<file path="config.mk">
export PLATFORM = sky130hd
export DESIGN_NAME = injection_request_issuer
export DESIGN_NICKNAME = d
export VERILOG_FILES = /design/src/rtl/injection_request_issuer.sv
export SDC_FILE = /design/constraint.sdc
export NUM_CORES = 1
export LEC_CHECK = 0
export CORE_ASPECT_RATIO = 1.1
export CORE_MARGIN = 10
export CORE_UTILIZATION = 40
export CTS_BUF_LIST = sky130_fd_sc_hd__clkbuf_8
export DETAILED_ROUTE_END_ITERATION = 7
export GPL_TIMING_DRIVEN = 0
export PLACE_DENSITY = 0.72
export SYNTH_ARGS = -nofsm -noshare
export SYNTH_HDL_FRONTEND = slang
export SYNTH_SLANG_ARGS = --single-unit
</file>
<file path="constraint.sdc">
create_clock -name clock -period 2.7 [get_ports clock]
set_input_delay 0.54 -clock clock [delete_from_list [all_inputs] [get_ports clock]]
set_output_delay 0.54 -clock clock [all_outputs]
set_load 0.01 [all_outputs]
</file>
<file path="src/rtl/injection_request_issuer.sv">
// Wraps address-generator output into valid/ready request beats with patterned write data,
// stepping the generator once per accepted beat that is followed by another beat.
module injection_request_issuer #(
    parameter int WIDTH       = 32,
    parameter int DATA_WIDTH  = 32,
    parameter int COUNT_WIDTH = 16
) (
    input  logic                   clock,
    input  logic                   reset,
    input  logic                   start,
    input  logic                   abort,
    input  logic [COUNT_WIDTH-1:0] transaction_count,
    input  logic                   write_mode,
    input  logic [DATA_WIDTH-1:0]  data_seed,
    input  logic [DATA_WIDTH-1:0]  data_increment,
    input  logic [WIDTH-1:0]       address_in,
    output logic                   address_advance,
    output logic                   request_valid,
    input  logic                   request_ready,
    output logic [WIDTH-1:0]       request_address,
    output logic                   request_write,
    output logic [DATA_WIDTH-1:0]  request_data,
    output logic                   busy,
    output logic                   done,
    output logic [COUNT_WIDTH-1:0] issued_count
);

    localparam logic [1:0] ST_IDLE  = 2'd0;
    localparam logic [1:0] ST_LOAD  = 2'd1;
    localparam logic [1:0] ST_ISSUE = 2'd2;
    localparam logic [1:0] ST_DONE  = 2'd3;

    localparam logic [COUNT_WIDTH-1:0] CNT_ONE = COUNT_WIDTH'(1);

    logic [1:0]             state_q,     state_d;
    logic [COUNT_WIDTH-1:0] remaining_q, remaining_d;
    logic [COUNT_WIDTH-1:0] issued_q,    issued_d;
    logic                   write_q,     write_d;
    logic [DATA_WIDTH-1:0]  data_q,      data_d;
    logic [DATA_WIDTH-1:0]  inc_q,       inc_d;
    logic [WIDTH-1:0]       req_addr_q,  req_addr_d;
    logic [DATA_WIDTH-1:0]  req_data_q,  req_data_d;
    logic                   req_write_q, req_write_d;
    logic                   valid_q,     valid_d;
    logic                   busy_q,      busy_d;
    logic                   done_q,      done_d;

    logic handshake_s;
    logic last_beat_s;

    assign handshake_s = valid_q & request_ready;
    assign last_beat_s = (remaining_q == CNT_ONE);

    // The generator only steps when another beat will follow, so LOAD sees the next address.
    assign address_advance = handshake_s & ~last_beat_s & ~abort;

    assign request_valid   = valid_q;
    assign request_address = req_addr_q;
    assign request_write   = req_write_q;
    assign request_data    = req_data_q;
    assign busy            = busy_q;
    assign done            = done_q;
    assign issued_count    = issued_q;

    // Next-state and run bookkeeping for the IDLE/LOAD/ISSUE/DONE sequence.
    always_comb begin
        state_d     = state_q;
        remaining_d = remaining_q;
        issued_d    = issued_q;
        write_d     = write_q;
        data_d      = data_q;
        inc_d       = inc_q;
        req_addr_d  = req_addr_q;
        req_data_d  = req_data_q;
        req_write_d = req_write_q;
        valid_d     = valid_q;
        busy_d      = busy_q;
        done_d      = 1'b0;
        case (state_q)
            ST_IDLE: begin
                if (start) begin
                    write_d     = write_mode;
                    data_d      = data_seed;
                    inc_d       = data_increment;
                    issued_d    = '0;
                    remaining_d = transaction_count;
                    busy_d      = 1'b1;
                    if (transaction_count == '0) begin
                        state_d = ST_DONE;
                        done_d  = 1'b1;
                    end else begin
                        state_d = ST_LOAD;
                    end
                end else begin
                    state_d = ST_IDLE;
                end
            end
            ST_LOAD: begin
                req_addr_d  = address_in;
                req_write_d = write_q;
                if (write_q) begin
                    req_data_d = data_q;
                end else begin
                    req_data_d = '0;
                end
                if (abort) begin
                    state_d = ST_DONE;
                    done_d  = 1'b1;
                end else begin
                    state_d = ST_ISSUE;
                    valid_d = 1'b1;
                end
            end
            ST_ISSUE: begin
                // Abort is only honoured at the handshake so a presented beat is never withdrawn.
                if (handshake_s) begin
                    issued_d    = issued_q + CNT_ONE;
                    remaining_d = remaining_q - CNT_ONE;
                    data_d      = data_q + inc_q;
                    valid_d     = 1'b0;
                    if (last_beat_s || abort) begin
                        state_d = ST_DONE;
                        done_d  = 1'b1;
                    end else begin
                        state_d = ST_LOAD;
                    end
                end else begin
                    state_d = ST_ISSUE;
                end
            end
            ST_DONE: begin
                busy_d  = 1'b0;
                state_d = ST_IDLE;
            end
            default: begin
                state_d = ST_IDLE;
                valid_d = 1'b0;
                busy_d  = 1'b0;
            end
        endcase
    end

    // State and output registers with synchronous reset.
    always_ff @(posedge clock) begin
        if (reset) begin
            state_q     <= ST_IDLE;
            remaining_q <= '0;
            issued_q    <= '0;
            write_q     <= 1'b0;
            data_q      <= '0;
            inc_q       <= '0;
            req_addr_q  <= '0;
            req_data_q  <= '0;
            req_write_q <= 1'b0;
            valid_q     <= 1'b0;
            busy_q      <= 1'b0;
            done_q      <= 1'b0;
        end else begin
            state_q     <= state_d;
            remaining_q <= remaining_d;
            issued_q    <= issued_d;
            write_q     <= write_d;
            data_q      <= data_d;
            inc_q       <= inc_d;
            req_addr_q  <= req_addr_d;
            req_data_q  <= req_data_d;
            req_write_q <= req_write_d;
            valid_q     <= valid_d;
            busy_q      <= busy_d;
            done_q      <= done_d;
        end
    end

endmodule

</file>
After elaboration in Yosys (flattened, before gate mapping)
Index checks and enable logic that the tools add are counted.
{"block": "classes", "add_sub_neg": 3, "eq_ne": 7, "muxes": 27, "bitwise": 5, "reduce_logical": 10}
{"cell": "$mux W32", "count": 3}
{"cell": "$mux W16", "count": 4}
{"cell": "$pmux W16 S2", "count": 2}
{"cell": "$pmux W32 S2", "count": 1}
{"cell": "$add A32 B32 Y32", "count": 1}
{"cell": "$add A16 B1 Y16 const B", "count": 1}
{"cell": "$eq A16 B1 Y1 const B", "count": 1}
{"cell": "$logic_not A16 Y1", "count": 1}
{"cell": "$sub A16 B1 Y16 const B", "count": 1}
{"cell": "$mux W1", "count": 9}
{"cell": "$mux W2", "count": 4}
{"cell": "$pmux W2 S4", "count": 1}
{"cell": "$ne A2 B2 Y1 const B", "count": 3}
{"cell": "$reduce_and A3 Y1", "count": 2}
{"cell": "$reduce_bool A2 Y1", "count": 3}
{"cell": "$eq A2 B2 Y1 const B", "count": 2}
{"cell": "$pmux W1 S2", "count": 2}
{"cell": "$reduce_and A2 Y1", "count": 2}
{"cell": "$and A1 B1 Y1", "count": 3}
{"cell": "$pmux W1 S3", "count": 1}
{"cell": "$eq A2 B1 Y1 const B", "count": 1}
{"cell": "$logic_not A2 Y1", "count": 1}
{"cell": "$not A1 Y1", "count": 2}
{"cell": "$logic_or A1 B1 Y1", "count": 1}
{"block": "word_totals", "register_bits": 167, "in_bits": 118, "out_inout_bits": 85, "wordCells": 64}

Depth between registers and ports, before layout
{"block": "depth", "depth_word": 5, "ltp_mapped": 9, "mapped_depth_nobuf": 9}

Worst setup path after synthesis
Ideal clock, no wire load.
{"block": "synth_timing", "path_type": "reg2reg", "from": "register data_q[0]", "to": "register data_q[28]", "setup_ns": 0.062, "arrival_ns": 2.385, "required_time_ns": 2.638, "slack_ns": 0.253, "stages_incl_launch_ff": 10, "n_path_buf": 0, "synth_period_minus_slack_ns": 2.447, "cell_sequence": "dfxtp_1 -> ha_1 -> fa_1 -> a211o_2 -> a21boi_2 -> o21a_4 -> o21ai_4 -> a221o_1 -> a211o_1 -> nand3_1"}
{"block": "synth_between", "elab_chain_len": 3}
{"element": "from (decl)", "line": "39", "source": "logic [DATA_WIDTH-1:0] data_q, data_d;"}
{"element": "from (signal assigned)", "line": "163", "source": "data_q <= data_d;"}
{"element": "$add A32 B32 Y32", "line": "119", "source": "data_d = data_q + inc_q;"}
{"element": "$mux W32", "line": "116", "source": "if (handshake_s) begin"}
{"element": "$pmux W32 S2", "line": "79", "source": "case (state_q)"}
Every way passes these cells. The select of a mux whose other input is x is not followed.
A chain may end at the register's enable or synchronous reset.

Worst setup path in the final report
Same ends and word-level chain as after synthesis.

==> summary.md <==
| Metric | Value |
|---|---|
| Fin crit share | 0.969 |
| Final setup fails | 0 |
| Netlist cell types | approximately 70 |
| Syn_area_per_cell | 7.64 sq um |
| Tot Pwr | between 0.006 and 0.007 W |
| CP max-delay cell | a211o_2 |
| Hold Crit Class | flop to flop |
| Critical Path End Type | flop |
| H-tree depth | 4 |
| Root cell of the clock tree | clkbuf_8 |
| Post-DP Area | 0.0109 sq mm |
| EDFF count, synth | 0 |
| Vias per cell | between 5 and 6 |
| Final ANT Viol Nets | 0 |
| Die area | 0.0276 sq mm |
| Max Freq | approximately 380 MHz |
| Number of global-route vias before repair | 8831 |
| Syn Inst Count | approximately 1100 |
| Number of remaining DRC errors | 0 |
| Std cell rows | 56 |
| Final Skew | roughly 0.015 ns |
| Worst skew pair latency | ~0.47 ns |
| Worst Max-Slew Pin Slew | 0.871 ns |
| Crit-path cells | ha_1 > fa_2 > a211o_2 > a21boi_4 > o21a_4 > o21ai_4 > a221o_1 > a211o_1 > nand3_1 |
| Maxcap violations | 0 |
| Ys flop type | dfxtp_1 |
| Pleak | roughly 4.2 nW |
| Slowest stage delay, CP | roughly 0.40 ns |
| Number of buffers created by CTS | 17 |
| Via count | between 9000 and 10000 |
| Drt pass-1 iters | 6 |
| Die X | 159 um |
| Pre-CTS WS | -0.127 ns |
| Netlist Area Pre-Place | around 0.0086 sq mm |
| CTS tree | done |
| Final worst slack | 0.0829 ns |
| Post-synth top area share | 0.391 |
| #FFs+latches synth | between 150 and 200 |
| Run status | finished, final reports clean |
| Placer Congestion | 0.922 |
| Asr flop ratio synth | 0 |
| Chip Height | between 150 and 200 um |
| First-pass GRT wire length | 47800 um |
| Initial antenna violation count | 2 |
| Top cells by count, synth | nand2_1, dfxtp_1, a21oi_1, nor2_1, clkbuf_1 |
| Grt total ovfl | 0 |
| Worst path arrival time | roughly 3 ns |
| Clk buf depth | 2 |
| Area delta synth->final | 33.5% |
| CP Data Required Time | between 3 and 4 ns |
| Most frequent cell after synthesis | nand2_1 |
| Nets | about 1500 |
| Crit-path max FO | 4 |
| Final instance area | 0.0114 sq mm |
| Clk sink count | 167 |
| Layout cell share with drive strength beyond 1 | 0.0554 |
| Power Dens Cells | roughly 530 mW/mm^2 |
| Top cells by area, synth | dfxtp_1, nand2_1, a21oi_1 |
| Cell taking the most area after synthesis | dfxtp_1 |
| Clock transition at path regs | approximately 0.090 ns |
| Port Buf Inserts | approximately 200 |
| Kind of critical path | flop to flop |
| Detailed placement HPWL | between 20000 and 25000 um |
| Startpoint Class | flop |
| Synthesis warning total | 0 |
| Fill cells | between 2000 and 2500 |
| Setup_tns | 0 ns |
| DR iter-0 viols | between 500 and 600 |
| Pin count of the biggest net entering global routing | 17 |
| Slew Limit Fails | 0 |
| DR WL/cell | about 19 um |
| Seq/Total Area, Yosys | 0.391 |
| Io pins | ~200 |
| Initial core utilization | 0.404 |
| Max VDD drop | approximately 0.28 mV |
| Period minus WS final | around 2.6 ns |
| Global router's overall resource usage | 0.215 |
| Routed WL | 31000 um |
| Final Hold Viols | 0 |
| Post-synth net total | approximately 1300 |
| Slew margin rel. | 0.419 |
| Core ar. | 0.0212 sq mm |
-- critical path, delay by kind of cell (launching register included) --
| family | cells | cell delay, ns |
|---|---|---|
| AOI/OAI and AO/OA | 6 | 1.52 |
| adders and majority gates | 2 | 0.65 |
| DFF | 1 | 0.34 |
| and+or+nand+nor | 1 | 0.06 |
-- routing by layer --
layer  GRT usage  vias to the layer above  wire length (um)
met2       0.360                      372             14900
met3      0.0480                       72              1950
li1            -                     4402                 -
met4      0.0989                        0              1350
met1       0.256                     4272             12800
met5           0                        -                 0
-- metrics by stage --
stage	util	hold slack, ns	std cells
after global routing	0.539	0.476	1644
final	0.539	0.456	1645
after global placement	0.517	0.440	1611
after detailed placement	0.517	0.445	1611
after CTS	0.537	0.458	1643
after floorplan	-	0.440	1119
-- cell type report --
class,count,area [sq um],share of cell area
multi-input cells,860,4890,0.428
diodes,2,5.00,0.000438
clock buffers,19,262,0.0229
well taps,290,363,0.0318
flip-flops and latches,167,3340,0.293
clock inverters,11,136,0.0119
plain buffers,77,323,0.0283
inverters,15,56.3,0.00493
repair buffers,204,2040,0.178
-- placed cells by master, fill, tap and decap left out, drive strengths merged, types with 8 or more instances in the layout --
master         instances
a211oi                16
a21o                  21
a21oi                162
a221oi                 9
a311oi                10
a31oi                  8
and3                   9
buf                   18
clkbuf                80
clkdlybuf4s50        201
dfxtp                167
ha                    34
inv                   22
nand2                244
nand3                 54
nand4                 15
nor2                  77
nor3                  21
nor4                   9
o211ai                10
o21ai                 46
o21bai                 8
or3                    8
xnor2                 14
xor2                  15
-- kinds of logic after synthesis --
kind of cell,Yosys count,share of synthesized area
AO/OA/AOI/OAI,330,0.244
XOR/XNOR,29,0.0297
adder cells (fa/ha/maj),35,0.0521
buffers and inverters,92,0.0437
flip-flops,167,0.391
multiplexers,3,0.00351
AND/OR/NAND/NOR,463,0.236
-- where the power goes --
group	total, W	internal, W	switching, W
logic	0.00144	0.000583	0.000855
clock network	0.00189	0.000884	0.00101
registers	0.00275	0.00262	0.000135
total	0.00608	0.00408	0.00200
-- flip-flops by register name, summed over array words and instances (netlist names) --
| signal | cells |
|---|---|
| data_q | 32 |
| inc_q | 32 |
| issued_count | 16 |
| remaining_q | 16 |
| request_valid | 1 |
| request_address | 32 |
| state_q | 2 |
| write_q | 1 |
| busy | 1 |
| request_data | 32 |
| done | 1 |
| request_write | 1 |
-- final timing paths --
check / from / to / slack (ns) / cells after the start
worst min register to register: request_data[1] / request_data[1] / 0.46 / 2
worst min-delay path: request_data[1] / request_data[1] / 0.46 / 2
worst max-delay path: data_q[0] / data_q[28] / 0.08 / 9
worst max register to register: data_q[0] / data_q[28] / 0.08 / 9
-- timing repair --
| item | 4_1_cts | 5_1_grt |
|---|---|---|
| setup endpoints to repair | 1 | 28 |
| resized for setup | 4 | 18 |
| cloned | 0 | 0 |
| buffers inserted | 2 | 0 |
| hold buffers | 0 | 0 |
| pin swaps | 2 | 1 |
No activity file was read; power rests on OpenSTA's default activity.
